`config.mk`:
```
export PLATFORM = sky130hd
export DESIGN_NAME = fir_mac_filter
export DESIGN_NICKNAME = d
export VERILOG_FILES = /design/src/rtl/fir_mac_filter.sv
export SDC_FILE = /design/constraint.sdc
export NUM_CORES = 2
export LEC_CHECK = 0
export ABC_AREA = 1
export CAP_MARGIN = 10
export CORE_UTILIZATION = 60
export CTS_CLUSTER_SIZE = 20
export DETAILED_ROUTE_END_ITERATION = 6
export PLACE_DENSITY = 0.74
export SLEW_MARGIN = 20
export SYNTH_ARGS = -nofsm -noshare
export SYNTH_HDL_FRONTEND = slang
export SYNTH_SLANG_ARGS = --single-unit
export TNS_END_PERCENT = 5
```
`constraint.sdc`:
```
create_clock -name clock -period 43.6 [get_ports clock]
set_input_delay 4.36 -clock clock [delete_from_list [all_inputs] [get_ports clock]]
set_output_delay 4.36 -clock clock [all_outputs]
set_load 0.02 [all_outputs]
```
`src/rtl/fir_mac_filter.sv`:
```
// Sequential multiply-accumulate FIR: one tap per clock, coefficients fetched from an external 1-cycle ROM.
// Optional output clamping is enabled by defining FIR_SATURATE_EN; otherwise the output wraps.
module fir_mac_filter #(
    parameter int DATA_W    = 18,
    parameter int COEF_W    = 18,
    parameter int TAPS      = 65,
    parameter int ADDR_W    = $clog2(TAPS),
    parameter int ACC_W     = DATA_W + COEF_W + $clog2(TAPS),
    parameter int OUT_SHIFT = 17
) (
    input  logic              clock,
    input  logic              reset,
    input  logic [DATA_W-1:0] datain,
    input  logic              endata,
    output logic              ready,
    output logic [DATA_W-1:0] dataout,
    output logic              dataout_valid,
    output logic              overrun,
    output logic [ADDR_W-1:0] coefaddress,
    input  logic [COEF_W-1:0] coefdata
);

    typedef enum logic [1:0] {ST_IDLE, ST_FETCH, ST_MAC, ST_OUT} state_t;

    localparam logic [ADDR_W-1:0] LAST_TAP = ADDR_W'(TAPS - 1);

    state_t                    r_state;
    logic [DATA_W-1:0]         r_x [TAPS];
    logic signed [ACC_W-1:0]   r_acc;
    logic [ADDR_W-1:0]         r_cnt;
    logic [ADDR_W-1:0]         r_coefaddress;
    logic                      r_ready;
    logic [DATA_W-1:0]         r_dataout;
    logic                      r_dataout_valid;
    logic                      r_overrun;

    logic                              w_accept;
    logic [DATA_W-1:0]                 w_tap;
    logic signed [DATA_W+COEF_W-1:0]   w_prod;
    logic signed [ACC_W-1:0]           w_prod_ext;
    logic [ADDR_W:0]                   w_next_addr;
    logic [ADDR_W-1:0]                 w_addr_clamped;
    logic [DATA_W-1:0]                 w_scaled;

    assign w_accept   = (r_state == ST_IDLE) && endata;
    assign w_tap      = r_x[r_cnt];
    assign w_prod     = $signed(w_tap) * $signed(coefdata);
    assign w_prod_ext = ACC_W'(w_prod);

    // Address runs two ahead of the tap being accumulated, pinned at the last tap.
    assign w_next_addr    = {1'b0, r_cnt} + (ADDR_W+1)'(2);
    assign w_addr_clamped = (w_next_addr >= {1'b0, LAST_TAP}) ? LAST_TAP : w_next_addr[ADDR_W-1:0];

`ifdef FIR_SATURATE_EN
    localparam logic signed [ACC_W-1:0] SAT_MAX = {{(ACC_W-DATA_W+1){1'b0}}, {(DATA_W-1){1'b1}}};
    localparam logic signed [ACC_W-1:0] SAT_MIN = {{(ACC_W-DATA_W+1){1'b1}}, {(DATA_W-1){1'b0}}};

    logic signed [ACC_W-1:0] w_shifted;
    assign w_shifted = r_acc >>> OUT_SHIFT;

    always_comb begin
        w_scaled = w_shifted[DATA_W-1:0];
        if (w_shifted > SAT_MAX) begin
            w_scaled = SAT_MAX[DATA_W-1:0];
        end else if (w_shifted < SAT_MIN) begin
            w_scaled = SAT_MIN[DATA_W-1:0];
        end
    end
`else
    assign w_scaled = r_acc[OUT_SHIFT +: DATA_W];
`endif

    always_ff @(posedge clock) begin
        if (reset) begin
            for (int k = 0; k < TAPS; k++) begin
                r_x[k] <= '0;
            end
        end else if (w_accept) begin
            for (int k = TAPS - 1; k > 0; k--) begin
                r_x[k] <= r_x[k-1];
            end
            r_x[0] <= datain;
        end
    end

    always_ff @(posedge clock) begin
        if (reset) begin
            r_state         <= ST_IDLE;
            r_acc           <= '0;
            r_cnt           <= '0;
            r_coefaddress   <= '0;
            r_ready         <= 1'b1;
            r_dataout       <= '0;
            r_dataout_valid <= 1'b0;
            r_overrun       <= 1'b0;
        end else begin
            r_overrun       <= endata && (r_state != ST_IDLE);
            r_dataout_valid <= 1'b0;
            case (r_state)
                ST_IDLE: begin
                    if (endata) begin
                        r_acc         <= '0;
                        r_coefaddress <= '0;
                        r_ready       <= 1'b0;
                        r_state       <= ST_FETCH;
                    end
                end
                ST_FETCH: begin
                    r_coefaddress <= ADDR_W'(1);
                    r_cnt         <= '0;
                    r_state       <= ST_MAC;
                end
                ST_MAC: begin
                    r_acc         <= r_acc + w_prod_ext;
                    r_cnt         <= r_cnt + ADDR_W'(1);
                    r_coefaddress <= w_addr_clamped;
                    if (r_cnt == LAST_TAP) begin
                        r_state <= ST_OUT;
                    end
                end
                ST_OUT: begin
                    r_dataout       <= w_scaled;
                    r_dataout_valid <= 1'b1;
                    r_ready         <= 1'b1;
                    r_state         <= ST_IDLE;
                end
                default: r_state <= ST_IDLE;
            endcase
        end
    end

    assign ready         = r_ready;
    assign dataout       = r_dataout;
    assign dataout_valid = r_dataout_valid;
    assign overrun       = r_overrun;
    assign coefaddress   = r_coefaddress;

endmodule
```
==> metrics.cfg <==
[route]
drc = 0
wl_per_cell_microns = 17.7
ant_nets = 0
drtIter0Drc = 5171
via_per_inst = 5.54
dr.pass1.iters = 6
wl_mm = 160
routed-via-count = 49900

[global_routing]
grt_overflow_total = 0
antenna_found_initial = 4
track_usage_pct = 27.0
grt_pass1_wl_mm = 259
first_global_vias = 49400
grt_start_max_net_pins = 230

[floorplan]
start_util_pct = 60.7
fp.dieArea_sq_um = 119000
core_sq_um = 117000
die_x_microns = 345
io_pins = 67
die_h_microns = 345
floorplan.rows = 125

[clock_tree]
postCtsSetupRepairBufs = 0
path_clk_slew_ns = 0.06
clock_sinks = 1249
cts_tree = built
cts_resized = 0
htreeDepth = 4
numCtsBuffers = 136
clk_latency_ns = 0.78
cts-root-buf = clkbuf_16
cts_max_path_buffers = 3
ctsHoldBuffers = 0

[worst_setup_path]
crit_type = flop to flop
cpMaxStageDelayCell = buf_4
end_kind = flop
cpPeakStageDelay_ns = 0.69
cp.arrival_ns = 12.08
worst_setup_path_start_kind = flop
critPathMaxFanout = 120
cp_data_required_time_ns = 44.23

[logic_synthesis]
synthCells = 7551
synth-main-ff-cell = edfxtp_1
synth_area_leaders = edfxtp_1 (50%), fa_1 (10%), inv_1 (8.8%)
yosys.area.top_type = edfxtp_1
synth_warnings = 0
synth_top_area_share_pct = 49.7
syn_area_sq_um = 70700
async_flop_share_pct = 0
synth.ff_latch_count = 1249
synth_nets = 8062
syn_avg_cell_area_sq_um = 9.37
synth_edf_count = 1170
ys_seq_area_share_pct = 51.9
yosysUniqueCellTypes = 48

[cells_and_area]
area_delta_synth_final_pct = 7.39
seq_area_sq_um = 36700
drive_gt1_share_pct = 4.26
final_cells = 9014
final_cell_area_sq_um = 76000
fin_nets = 7892
final_cell_mix = inv_1 (1665), nor2_1 (1463), edfxtp_1 (1170)
multi_input_area_sq_um = 25500
final_common_cell = inv_1
n_fill_cell = 9248

[timing]
final-hold-violation-count = 0
fin_setup_tns_ns = 0
fmax_mhz = 87.3
rsz0062_at_grt = no
finalCritPeriodShare_pct = 26.3
min_period_ns = 11.46
setup-violations-final = 0
fin_skew_ns = 0.0243
final_max_slew_viol_count = 0
tightest_slew_ns = 1.11
slew-limit-headroom_pct = 26.0

[run_status]
status = finished clean

[placed_design]
io_buffer_count = 66
gp_congestion = 0.925
placed_cells = 8767
dpl-instance-area_sq_um = 71700
post-dp-hpwl_mm = 97.5

[worst_hold_path]
hold_path_class = flop to flop

[flow_run]
maxCapViolCount = 0

-- worst max-delay path: cells and delay by family, from the launching register on --
family,cells,cell delay [ns]
AO/OA/AOI/OAI,9,1.49
adder cells (fa/ha/maj),8,3.88
buffers and inverters,9,3.55
AND/OR/NAND/NOR,12,1.48
flip-flops,1,0.67
-- worst paths after layout --
kind / startpoint / to / slack, ns / cells after the start
min: r_acc[7]$_SDFFE_PP0P_ / r_acc[7]$_SDFFE_PP0P_ / 0.46 / 2
max: flop / r_acc[31]$_SDFFE_PP0P_ / 32.14 / 38
min reg2reg: r_acc[7]$_SDFFE_PP0P_ / r_acc[7]$_SDFFE_PP0P_ / 0.46 / 2
max reg2reg: flop / r_acc[31]$_SDFFE_PP0P_ / 32.14 / 38
-- routing by layer --
| metal | share of wire (%) | wire length [microns] | vias up | global-route usage, % |
|---|---|---|---|---|
| met5 | 0 | 0 | - | 0 |
| met3 | 6.1 | 9790 | 345 | 3.96 |
| met4 | 3.7 | 5960 | 0 | 11.2 |
| met2 | 48 | 76700 | 1640 | 44.1 |
| li1 | - | - | 23700 | - |
| met1 | 42 | 67100 | 24300 | 36.6 |
-- final cells by class --
| class | count | share of cell area [%] |
|---|---|---|
| Sequential cell | 1249 | 48.4 |
| Timing Repair Buffer | 129 | 1.62 |
| Multi-Input combinational cell | 4172 | 33.5 |
| Clock buffer | 179 | 4.78 |
| Inverter | 1693 | 8.39 |
| Tap cell | 1524 | 2.51 |
| Clock inverter | 65 | 0.830 |
| Antenna cell | 3 | 0.00988 |
-- synthesized netlist by cell type (2+ instances only) --
cell type	number
ha_1	117
or2_2	12
o221ai_1	54
inv_2	14
o32ai_1	4
o22ai_1	2
buf_1	28
nor2_2	10
a31oi_1	6
o21ai_0	680
xor2_1	4
nand4_1	6
clkinv_1	8
buf_2	104
a21oi_1	456
o21bai_1	2
xnor2_1	10
fa_1	355
nand3_1	170
edfxtp_1	1170
a21o_1	4
o21ai_2	16
nor2_1	1463
o21ai_1	37
buf_6	37
o211ai_1	5
clkbuf_1	224
a32oi_1	2
dfxtp_1	79
nand2_1	613
nor3_1	7
buf_4	42
a221oi_1	112
buf_8	2
o311ai_1	10
a221oi_2	4
o2111ai_1	2
inv_4	4
inv_1	1667
-- metrics by stage --
stage	hold slack, ns	util, %	setup WS (ns)
after floorplan	0.441	-	12.02
after global placement	0.455	61.5	32.01
after detailed placement	0.457	61.5	31.94
after CTS	0.466	65.2	32.32
after global routing	0.480	65.2	31.52
final	0.463	65.2	32.14
-- registers in the layout, summed over array words and instances, names as in the netlist, named ones only --
signal and cells:
dataout 18, dataout_valid 1, overrun 1, r_state 2
r_x 1170, ready 1, r_cnt 7, r_acc 35
coefaddress 7
-- kinds of logic after synthesis --
group | Yosys count | share of synthesized area, %
adders and majority gates | 472 | 12.1
DFF | 1249 | 51.9
xor gates and xnor gates | 14 | 0.173
buffers and inverters | 2130 | 12.1
AOI/OAI and AO/OA | 1401 | 11.1
and+or+nand+nor | 2285 | 12.6
Power is not shown: default switching activity piles up to over one toggle a cycle in this logic, so the estimate is an artifact.
